[src/rtl/m_seq_gen_pkg.sv]
// Shared constants and helpers for the m-sequence generator family.
package m_seq_gen_pkg;

  localparam int unsigned N_DEFAULT = 7;

  // x^7 + x + 1 is primitive and gives the 127-step default period
  localparam logic [N_DEFAULT-1:0] POLY_N7 = 7'b0000011;

  function automatic logic parity32(input logic [31:0] v);
    return ^v;
  endfunction

endpackage

[src/rtl/m_seq_gen_lfsr_core.sv]
// Fibonacci LFSR state with seed load, all-zero lock-up guard and sticky fault.
module lfsr_core
  import m_seq_gen_pkg::*;
#(
  parameter int unsigned     N    = N_DEFAULT,
  parameter logic [N-1:0]    POLY = N'(POLY_N7)
) (
  input  logic         clk,
  input  logic         rst,
  input  logic         step,
  input  logic         load,
  input  logic [N-1:0] seed,
  output logic [N-1:0] state,
  output logic         fault
);

  localparam logic [N-1:0] ONES = {N{1'b1}};
  localparam logic [N-1:0] ZERO = {N{1'b0}};

  logic [N-1:0] state_q, state_d;
  logic         fault_q, fault_d;
  logic         fb_s;

  assign fb_s = parity32(32'(state_q & POLY));

  // Load beats the guard, the guard beats a step; a zero seed is never stored
  always_comb begin
    state_d = state_q;
    fault_d = fault_q;
    if (load) begin
      if (seed == ZERO) begin
        state_d = ONES;
        fault_d = 1'b1;
      end else begin
        state_d = seed;
      end
    end else if (state_q == ZERO) begin
      state_d = ONES;
      fault_d = 1'b1;
    end else if (step) begin
      state_d = {fb_s, state_q[N-1:1]};
    end else begin
      state_d = state_q;
    end
  end

  // State and fault registers
  always_ff @(posedge clk or posedge rst) begin
    if (rst) begin
      state_q <= ONES;
      fault_q <= 1'b0;
    end else begin
      state_q <= state_d;
      fault_q <= fault_d;
    end
  end

  assign state = state_q;
  assign fault = fault_q;

endmodule

[src/rtl/m_seq_gen.sv]
// m-sequence generator: serial PN bit plus W-bit packed words on a valid/ready
// stream, with a wrap pulse each time the state returns to the loaded seed.
module m_seq_gen
  import m_seq_gen_pkg::*;
#(
  parameter int unsigned  N    = N_DEFAULT,
  parameter logic [N-1:0] POLY = N'(POLY_N7),
  parameter int unsigned  W    = 8
) (
  input  logic         clk,
  input  logic         rst,
  input  logic         en,
  input  logic         load,
  input  logic [N-1:0] seed,
  output logic         m_seq,
  output logic [W-1:0] out_data,
  output logic         out_valid,
  input  logic         out_ready,
  output logic         wrap,
  output logic         fault
);

  localparam int unsigned   CW       = (W > 1) ? $clog2(W) : 1;
  localparam logic [CW-1:0] CNT_LAST = CW'(W - 1);
  localparam logic [N-1:0]  ONES     = {N{1'b1}};
  localparam logic [N-1:0]  ZERO     = {N{1'b0}};

  logic [N-1:0]  state_s, nxt_s, seed_eff_s;
  logic [N-1:0]  seed_reg_q, seed_reg_d;
  logic [CW-1:0] cnt_q, cnt_d;
  logic [W-1:0]  asm_q, asm_d, word_s;
  logic [W-1:0]  out_data_q, out_data_d;
  logic          out_valid_q, out_valid_d;
  logic          wrap_q, wrap_d;
  logic          stall_s, step_s, adv_s, last_s;

  lfsr_core #(.N(N), .POLY(POLY)) u_core (
    .clk   (clk),
    .rst   (rst),
    .step  (step_s),
    .load  (load),
    .seed  (seed),
    .state (state_s),
    .fault (fault)
  );

  // Only the step that would complete a word waits for the consumer
  assign stall_s    = (cnt_q == CNT_LAST) & out_valid_q & ~out_ready;
  assign step_s     = en & ~load & ~stall_s;
  assign adv_s      = step_s & (state_s != ZERO);
  assign last_s     = adv_s & (cnt_q == CNT_LAST);
  assign nxt_s      = {parity32(32'(state_s & POLY)), state_s[N-1:1]};
  assign seed_eff_s = (seed == ZERO) ? ONES : seed;

  // Current assembly register with the pre-step bit inserted at cnt
  always_comb begin
    word_s        = asm_q;
    word_s[cnt_q] = state_s[0];
  end

  // Packer, handshake, seed capture and wrap detection
  always_comb begin
    cnt_d       = cnt_q;
    asm_d       = asm_q;
    seed_reg_d  = seed_reg_q;
    out_data_d  = out_data_q;
    out_valid_d = out_valid_q;
    wrap_d      = adv_s & (nxt_s == seed_reg_q);
    if (load) begin
      cnt_d      = {CW{1'b0}};
      asm_d      = {W{1'b0}};
      seed_reg_d = seed_eff_s;
    end else if (adv_s) begin
      if (cnt_q == CNT_LAST) begin
        cnt_d = {CW{1'b0}};
        asm_d = {W{1'b0}};
      end else begin
        cnt_d = cnt_q + CW'(1);
        asm_d = word_s;
      end
    end else begin
      cnt_d = cnt_q;
    end
    if (last_s) begin
      out_data_d  = word_s;
      out_valid_d = 1'b1;
    end else if (out_valid_q & out_ready) begin
      out_valid_d = 1'b0;
    end else begin
      out_valid_d = out_valid_q;
    end
  end

  // Packer and stream registers
  always_ff @(posedge clk or posedge rst) begin
    if (rst) begin
      seed_reg_q  <= ONES;
      cnt_q       <= {CW{1'b0}};
      asm_q       <= {W{1'b0}};
      out_data_q  <= {W{1'b0}};
      out_valid_q <= 1'b0;
      wrap_q      <= 1'b0;
    end else begin
      seed_reg_q  <= seed_reg_d;
      cnt_q       <= cnt_d;
      asm_q       <= asm_d;
      out_data_q  <= out_data_d;
      out_valid_q <= out_valid_d;
      wrap_q      <= wrap_d;
    end
  end

  assign m_seq     = state_s[0];
  assign out_data  = out_data_q;
  assign out_valid = out_valid_q;
  assign wrap      = wrap_q;

endmodule

[config.mk]
export PLATFORM = sky130hd
export DESIGN_NAME = m_seq_gen
export DESIGN_NICKNAME = d
export VERILOG_FILES = /design/src/rtl/m_seq_gen_pkg.sv /design/src/rtl/m_seq_gen_lfsr_core.sv /design/src/rtl/m_seq_gen.sv
export SDC_FILE = /design/constraint.sdc
export NUM_CORES = 1
export LEC_CHECK = 0
export CORE_UTILIZATION = 49
export DETAILED_ROUTE_END_ITERATION = 10
export PLACE_DENSITY = 0.75
export SYNTH_ARGS = -nofsm -noshare
export SYNTH_HDL_FRONTEND = slang
export SYNTH_SLANG_ARGS = --single-unit
[constraint.sdc]
create_clock -name clk -period 2.02 [get_ports clk]
set_input_delay 0.303 -clock clk [delete_from_list [all_inputs] [get_ports clk]]
set_output_delay 0.303 -clock clk [all_outputs]
set_load 0.1 [all_outputs]
# --- After elaboration in Yosys (flattened, before gate mapping) ---
# Index checks and enable logic that the tools add are counted.
classes:
  n_addsub: 1
  order_cmp: 2
  n_eq_ne: 3
  n_mux: 18
  n_bitwise: 11
  n_reduce_logical: 10
ops:
  columns: ["cell", "n"]
  rows:
  - ["$reduce_xor A32 Y1", 1]
  - ["$mux W7", 4]
  - ["$mux W8", 3]
  - ["$logic_not A7 Y1", 2]
  - ["$mux W3", 3]
  - ["$and A1 B1 Y1", 8]
  - ["$bwmux W8", 1]
  - ["$eq A7 B7 Y1", 1]
  - ["$reduce_bool A7 Y1", 1]
  - ["$mux W1", 6]
  - ["$reduce_bool A2 Y1", 3]
  - ["$lt A3 B4 Y1 const B", 1]
  - ["$add A3 B1 Y3 const B", 1]
  - ["$demux W1 S3", 1]
  - ["$eq A3 B3 Y1 const B", 1]
  - ["$ge A3 B1 Y1 const B", 1]
  - ["$not A1 Y1", 3]
  - ["$reduce_bool A3 Y1", 1]
  - ["$ne A2 B1 Y1 const B", 1]
  - ["$reduce_and A2 Y1", 1]
  - ["$logic_and A1 B1 Y1", 1]
totals:
  ff_bits: 36
  input_bits: 12
  out_inout_bits: 12
  word_cells: 53

# --- Depth between registers and ports, before layout ---
depth:
  word_depth: 8
  ltp_mapped: 7
  depth_no_buf: 6

# --- Hierarchy ---
# From an unflattened synthesis, not the netlist that was laid out.
hier_totals:
  cells_unflattened: 171
  hier_area_um2: 1984.4
modules_own_cells:
  columns: ["mod", "instances", "cells_per_inst", "area_per_inst_um2"]
  rows:
  - ["m_seq_gen", 1, 115, 1447.6]
  - ["lfsr_core", 1, 56, 536.8]

# --- Worst setup path before layout ---
# Ideal clock, no wire load.
synth_path:
  path_kind: "register -> register"
  from: "register u_core.state_q[0], in the netlist u_core.state[0]"
  to: "register out_data_q[0], in the netlist out_data[0]"
  setup_time_ns: 0.128
  t_arrival_ns: 2.422
  slack_ns: -0.530
  path_stages_with_launch: 8
  path_buffers: 1
  path_cell_list: "dfstp_2 inv_1 ha_1 nor2b_1 a21o_1 buf_2 nor3b_4 mux2_1"
synth_between:
  elab_chain_len: 3
synth_rtl:
  columns: ["item", "line_no", "source"]
  rows:
  - ["start, declared", "m_seq_gen_lfsr_core.sv:20", "logic [N-1:0] state_q, state_d;"]
  - ["start signal, assigned", "m_seq_gen_lfsr_core.sv:53", "state_q <= state_d;"]
  - ["$reduce_bool A7 Y1", "m_seq_gen.sv:50", "assign adv_s = step_s & (state_s != ZERO);"]
  - ["$and A1 B1 Y1", "m_seq_gen.sv:50", null]
  - ["$and A1 B1 Y1", "m_seq_gen.sv:51", "assign last_s = adv_s & (cnt_q == CNT_LAST);"]
  - ["end signal, assigned", "m_seq_gen.sv:100", "out_data_q <= {W{1'b0}};"]
  - ["end signal, assigned", "m_seq_gen.sv:107", "out_data_q <= out_data_d;"]
  - ["end, declared", "m_seq_gen.sv:32", "logic [W-1:0] out_data_q, out_data_d;"]
# Parallel ways exist; a longest one is shown, timed or not.
# A chain may end at the register's enable or synchronous reset.

# --- Worst setup path in the final report ---
layout_path:
  from: "register u_core.state_q[0], in the netlist u_core.state[0]"
  to: "register out_data_q[2], in the netlist out_data[2]"
# Same word-level chain as after synthesis.

==> results.tsv <==
stage	metric	value	unit
run_status	status	completed	
power	seqPwrFrac	55.5	%
synthesis	syn_nets	172	
layout	nets	209	
synthesis	netlist_area	1792	um2
sta	min_period	1.950	ns
placement	port-buffer-count	23	
power	cellPowerDensity	660.4	nW/um2
critical_path	reg2reg_depth	7	
synthesis	synth_cell_types	36	
placement	dp.cells	233	
critical_path	startpoint_type	flop	
synthesis	synth_area_leaders	dfrtp_1 31%, dfstp_2 21%, a2bb2oi_2 5.9%	
synthesis	ys_top_cells_by_count	22 x dfrtp_1, 20 x o21ai_0, 16 x nand2_1	
sta	setup_viol	0	
layout	area_growth	26.82	%
power	p_sw	0.0004013	W
power	swShare	26.75	%
detailed_routing	vias	1338	
die	die_area	3903	um2
critical_path	worstSetupEndpointType	flop	
synthesis	ys_ff_latch	36	
global_route	grt.overflow.total	0	
layout	num_antenna_cells	0	
clocking	clk_pin_slew	0.10	ns
sta	slew_headroom	66.10	%
sta	tightest_slew	0.5085	ns
clocking	htreeDepth	2	
detailed_routing	first_iter_violations	50	
power	ir_drop	0.4390	mV
detailed_routing	drtAntennaViolNets	0	
synthesis	synthFlopType	dfrtp_1	
global_route	met1_usage	29.82	%
synthesis	synth-seq-area-share	51.26	%
global_route	grt_max_degree	37	
sta	rsz0062_at_grt	false	
sta	finalMaxSlewViolations	0	
sta	hold_violations	0	
die	start_util	52.45	%
critical_path	worstReg2RegEnd	out_data[2]$_DFFE_PP0P_	
clocking	clkLatencyLatePin	0.34	ns
critical_path	cp_slowest_stage_delay	0.64	ns
die	row_count	21	
clocking	cts-root-buf	clkbuf_4	
critical_path	reg2reg_from	u_core.state[0]$_DFFE_PP1P_	
clocking	cts_resized	1	
global_route	busiest_layer	met2	
global_route	grt_use_met2	31.79	%
synthesis	synth-async-reset-ratio	100.0	%
sta	fmax	512.8	MHz
critical_path	path_cells	inv_4, ha_4, nor2b_4, a21o_1, nor3b_4, buf_12, mux2_4	
sta	fin_crit_sh	96.54	%
global_route	grt_use_total	21.38	%
sta	clock-skew-final	0.007736	ns
detailed_routing	dr.pass1.iters	4	
critical_path	worst-endpoint-arrival	2.17	ns
critical_path	critical_path_class	reg -> reg	
synthesis	syn-instance-count	157	
synthesis	yosys_warnings	0	
clocking	cts_hold_buf	0	
critical_path	cp_slowest_cell	dfstp_4	
synthesis	synth_top_area_share	30.73	%
global_route	grt_pass1_vias	1357	
placement	dp_hpwl	2745	um
run	max_cap_viol_count	0	
clocking	cts_buffer_depth	2	
power	internal_power	0.001099	W
layout	final_cells	241	
synthesis	postSynthAreaPerCell	11.41	um2
clocking	postCtsSetupBuffers	0	
critical_path	crit_fanout	8	
clocking	clkSinkCount	36	
sta	tns	0	ns
detailed_routing	drc	0	
die	die_w	62.47	um
synthesis	synth_top_area_cell	dfrtp_1	
power	clkPwrFrac	25.7	%
clocking	cts_tree	yes	
power	p_leak	0.9940	nW
synthesis	yosysMostFrequentCell	dfrtp_1	
layout	final_core_util	66.52	%
critical_path	cp.required	2.24	ns
die	die_y	62.47	um
critical_path	r2r_setup_slack	0.07	ns
detailed_routing	finalWirelength	3612	um
layout	drive_above_1_share	37.44	%
clocking	numCtsBuffers	5	
detailed_routing	viasPerCell	5.552	
global_route	grt_util_met3	5.474	%
die	pin_count	24	
worst_hold_path	min_path_type	in -> async	
placement	gp_congestion	0.8940	
global_route	grt_pass1_wl	6430	um
detailed_routing	routedWlPerCell	14.99	um
power	p_comb_share	18.7	%
global_route	grt_antenna_before_repair	0	
die	core	3416	um2
synthesis	synth_edf_count	0	
routing by layer:
metal | vias to the layer above | part of all wire [%] | routed length (um)
li1 | 639 | - | -
met1 | 663 | 49 | 1752
met2 | 29 | 46 | 1653
met3 | 7 | 4.2 | 151
met4 | 0 | 1.5 | 54
met5 | - | 0 | 0
stage by stage:
step | setup slack (ns) | instance area [um2] | power, W | hold WS, ns
6_report | 0.06994 | 2272 | 0.001500 | 0.3468
2_1_floorplan | -0.3028 | 1857 | 0.001025 | 0.4595
5_1_grt | 0.02759 | 2272 | 0.001585 | 0.4163
3_3_place_gp | -0.09800 | 2210 | 0.001114 | 0.4705
4_1_cts | 0.07039 | 2272 | 0.001513 | 0.3651
3_5_place_dp | -0.1858 | 2210 | 0.001125 | 0.4928
worst max-delay path by stage:
stage                                     start                          end  slack, ns
floorplan           u_core.state[0]$_DFFE_PP1P_      out_data[0]$_DFFE_PP0P_      -0.30
global placement                        seed[3]  u_core.state[5]$_DFFE_PP1P_       -0.1
detailed placement                      seed[3]  u_core.state[6]$_DFFE_PP1P_      -0.19
CTS                 u_core.state[0]$_DFFE_PP1P_      out_data[2]$_DFFE_PP0P_       0.07
global route        u_core.state[0]$_DFFE_PP1P_      out_data[5]$_DFFE_PP0P_       0.03
finish              u_core.state[0]$_DFFE_PP1P_      out_data[2]$_DFFE_PP0P_       0.07
flip-flops by register name (all words and copies together), names as in the netlist:
signal,count
asm_q,8
cnt_q,3
out_data,8
out_valid,1
seed_reg_q,7
u_core.fault,1
u_core.state,7
wrap,1
worst max-delay path: cells and delay by family, from the launching register on:
family	cells	cell delay (ns)
buffers and inverters	2	0.22
flip-flops	1	0.64
multiplexers	1	0.29
AND/OR/NAND/NOR	2	0.34
AO/OA/AOI/OAI	1	0.20
adder cells (fa/ha/maj)	1	0.14
cells by family after synthesis:
kind of cell / count (synthesis) / synth area share [%]
AOI/OAI and AO/OA: 44 / 19.41
xor gates and xnor gates: 7 / 3.422
adders and majority gates: 3 / 2.095
buffers and inverters: 14 / 3.421
DFF: 36 / 51.26
muxes: 11 / 6.913
and+or+nand+nor: 42 / 13.48
placed cells by master (no fill, tap or decap), types with 3 or more instances in the layout:
cell type and count:
a22o_1 8, a2bb2oi_2 7, buf_4 26, clkbuf_4 5, clkdlybuf4s50_1 11, dfrtp_1 21
dfstp_2 13, inv_1 4, mux2_4 8, nand2_1 16, nand2b_1 9, nand3b_1 3
o21ai_0 20, xnor2_1 4, xor2_1 3
area by class of cell:
| cell class | instances | area [um2] |
|---|---|---|
| well taps | 46 | 57.56 |
| flip-flops and latches | 36 | 923.4 |
| clock buffers | 8 | 58.81 |
| fillers | 273 | 1144 |
| inverters | 5 | 21.27 |
| multi-input cells | 107 | 865.8 |
| repair buffers | 39 | 345.3 |
power groups by stage:
stage,Combinational (W),Clock (W),Sequential (W)
6_report,0.000281,0.000386,0.000833
5_1_grt,0.000307,0.000441,0.000837
4_1_cts,0.000283,0.000399,0.000831
3_5_place_dp,0.000283,0,0.000842
3_3_place_gp,0.000273,0,0.000841
2_1_floorplan,0.000171,0,0.000854
Note: power is estimated with default switching activity, not from simulation.
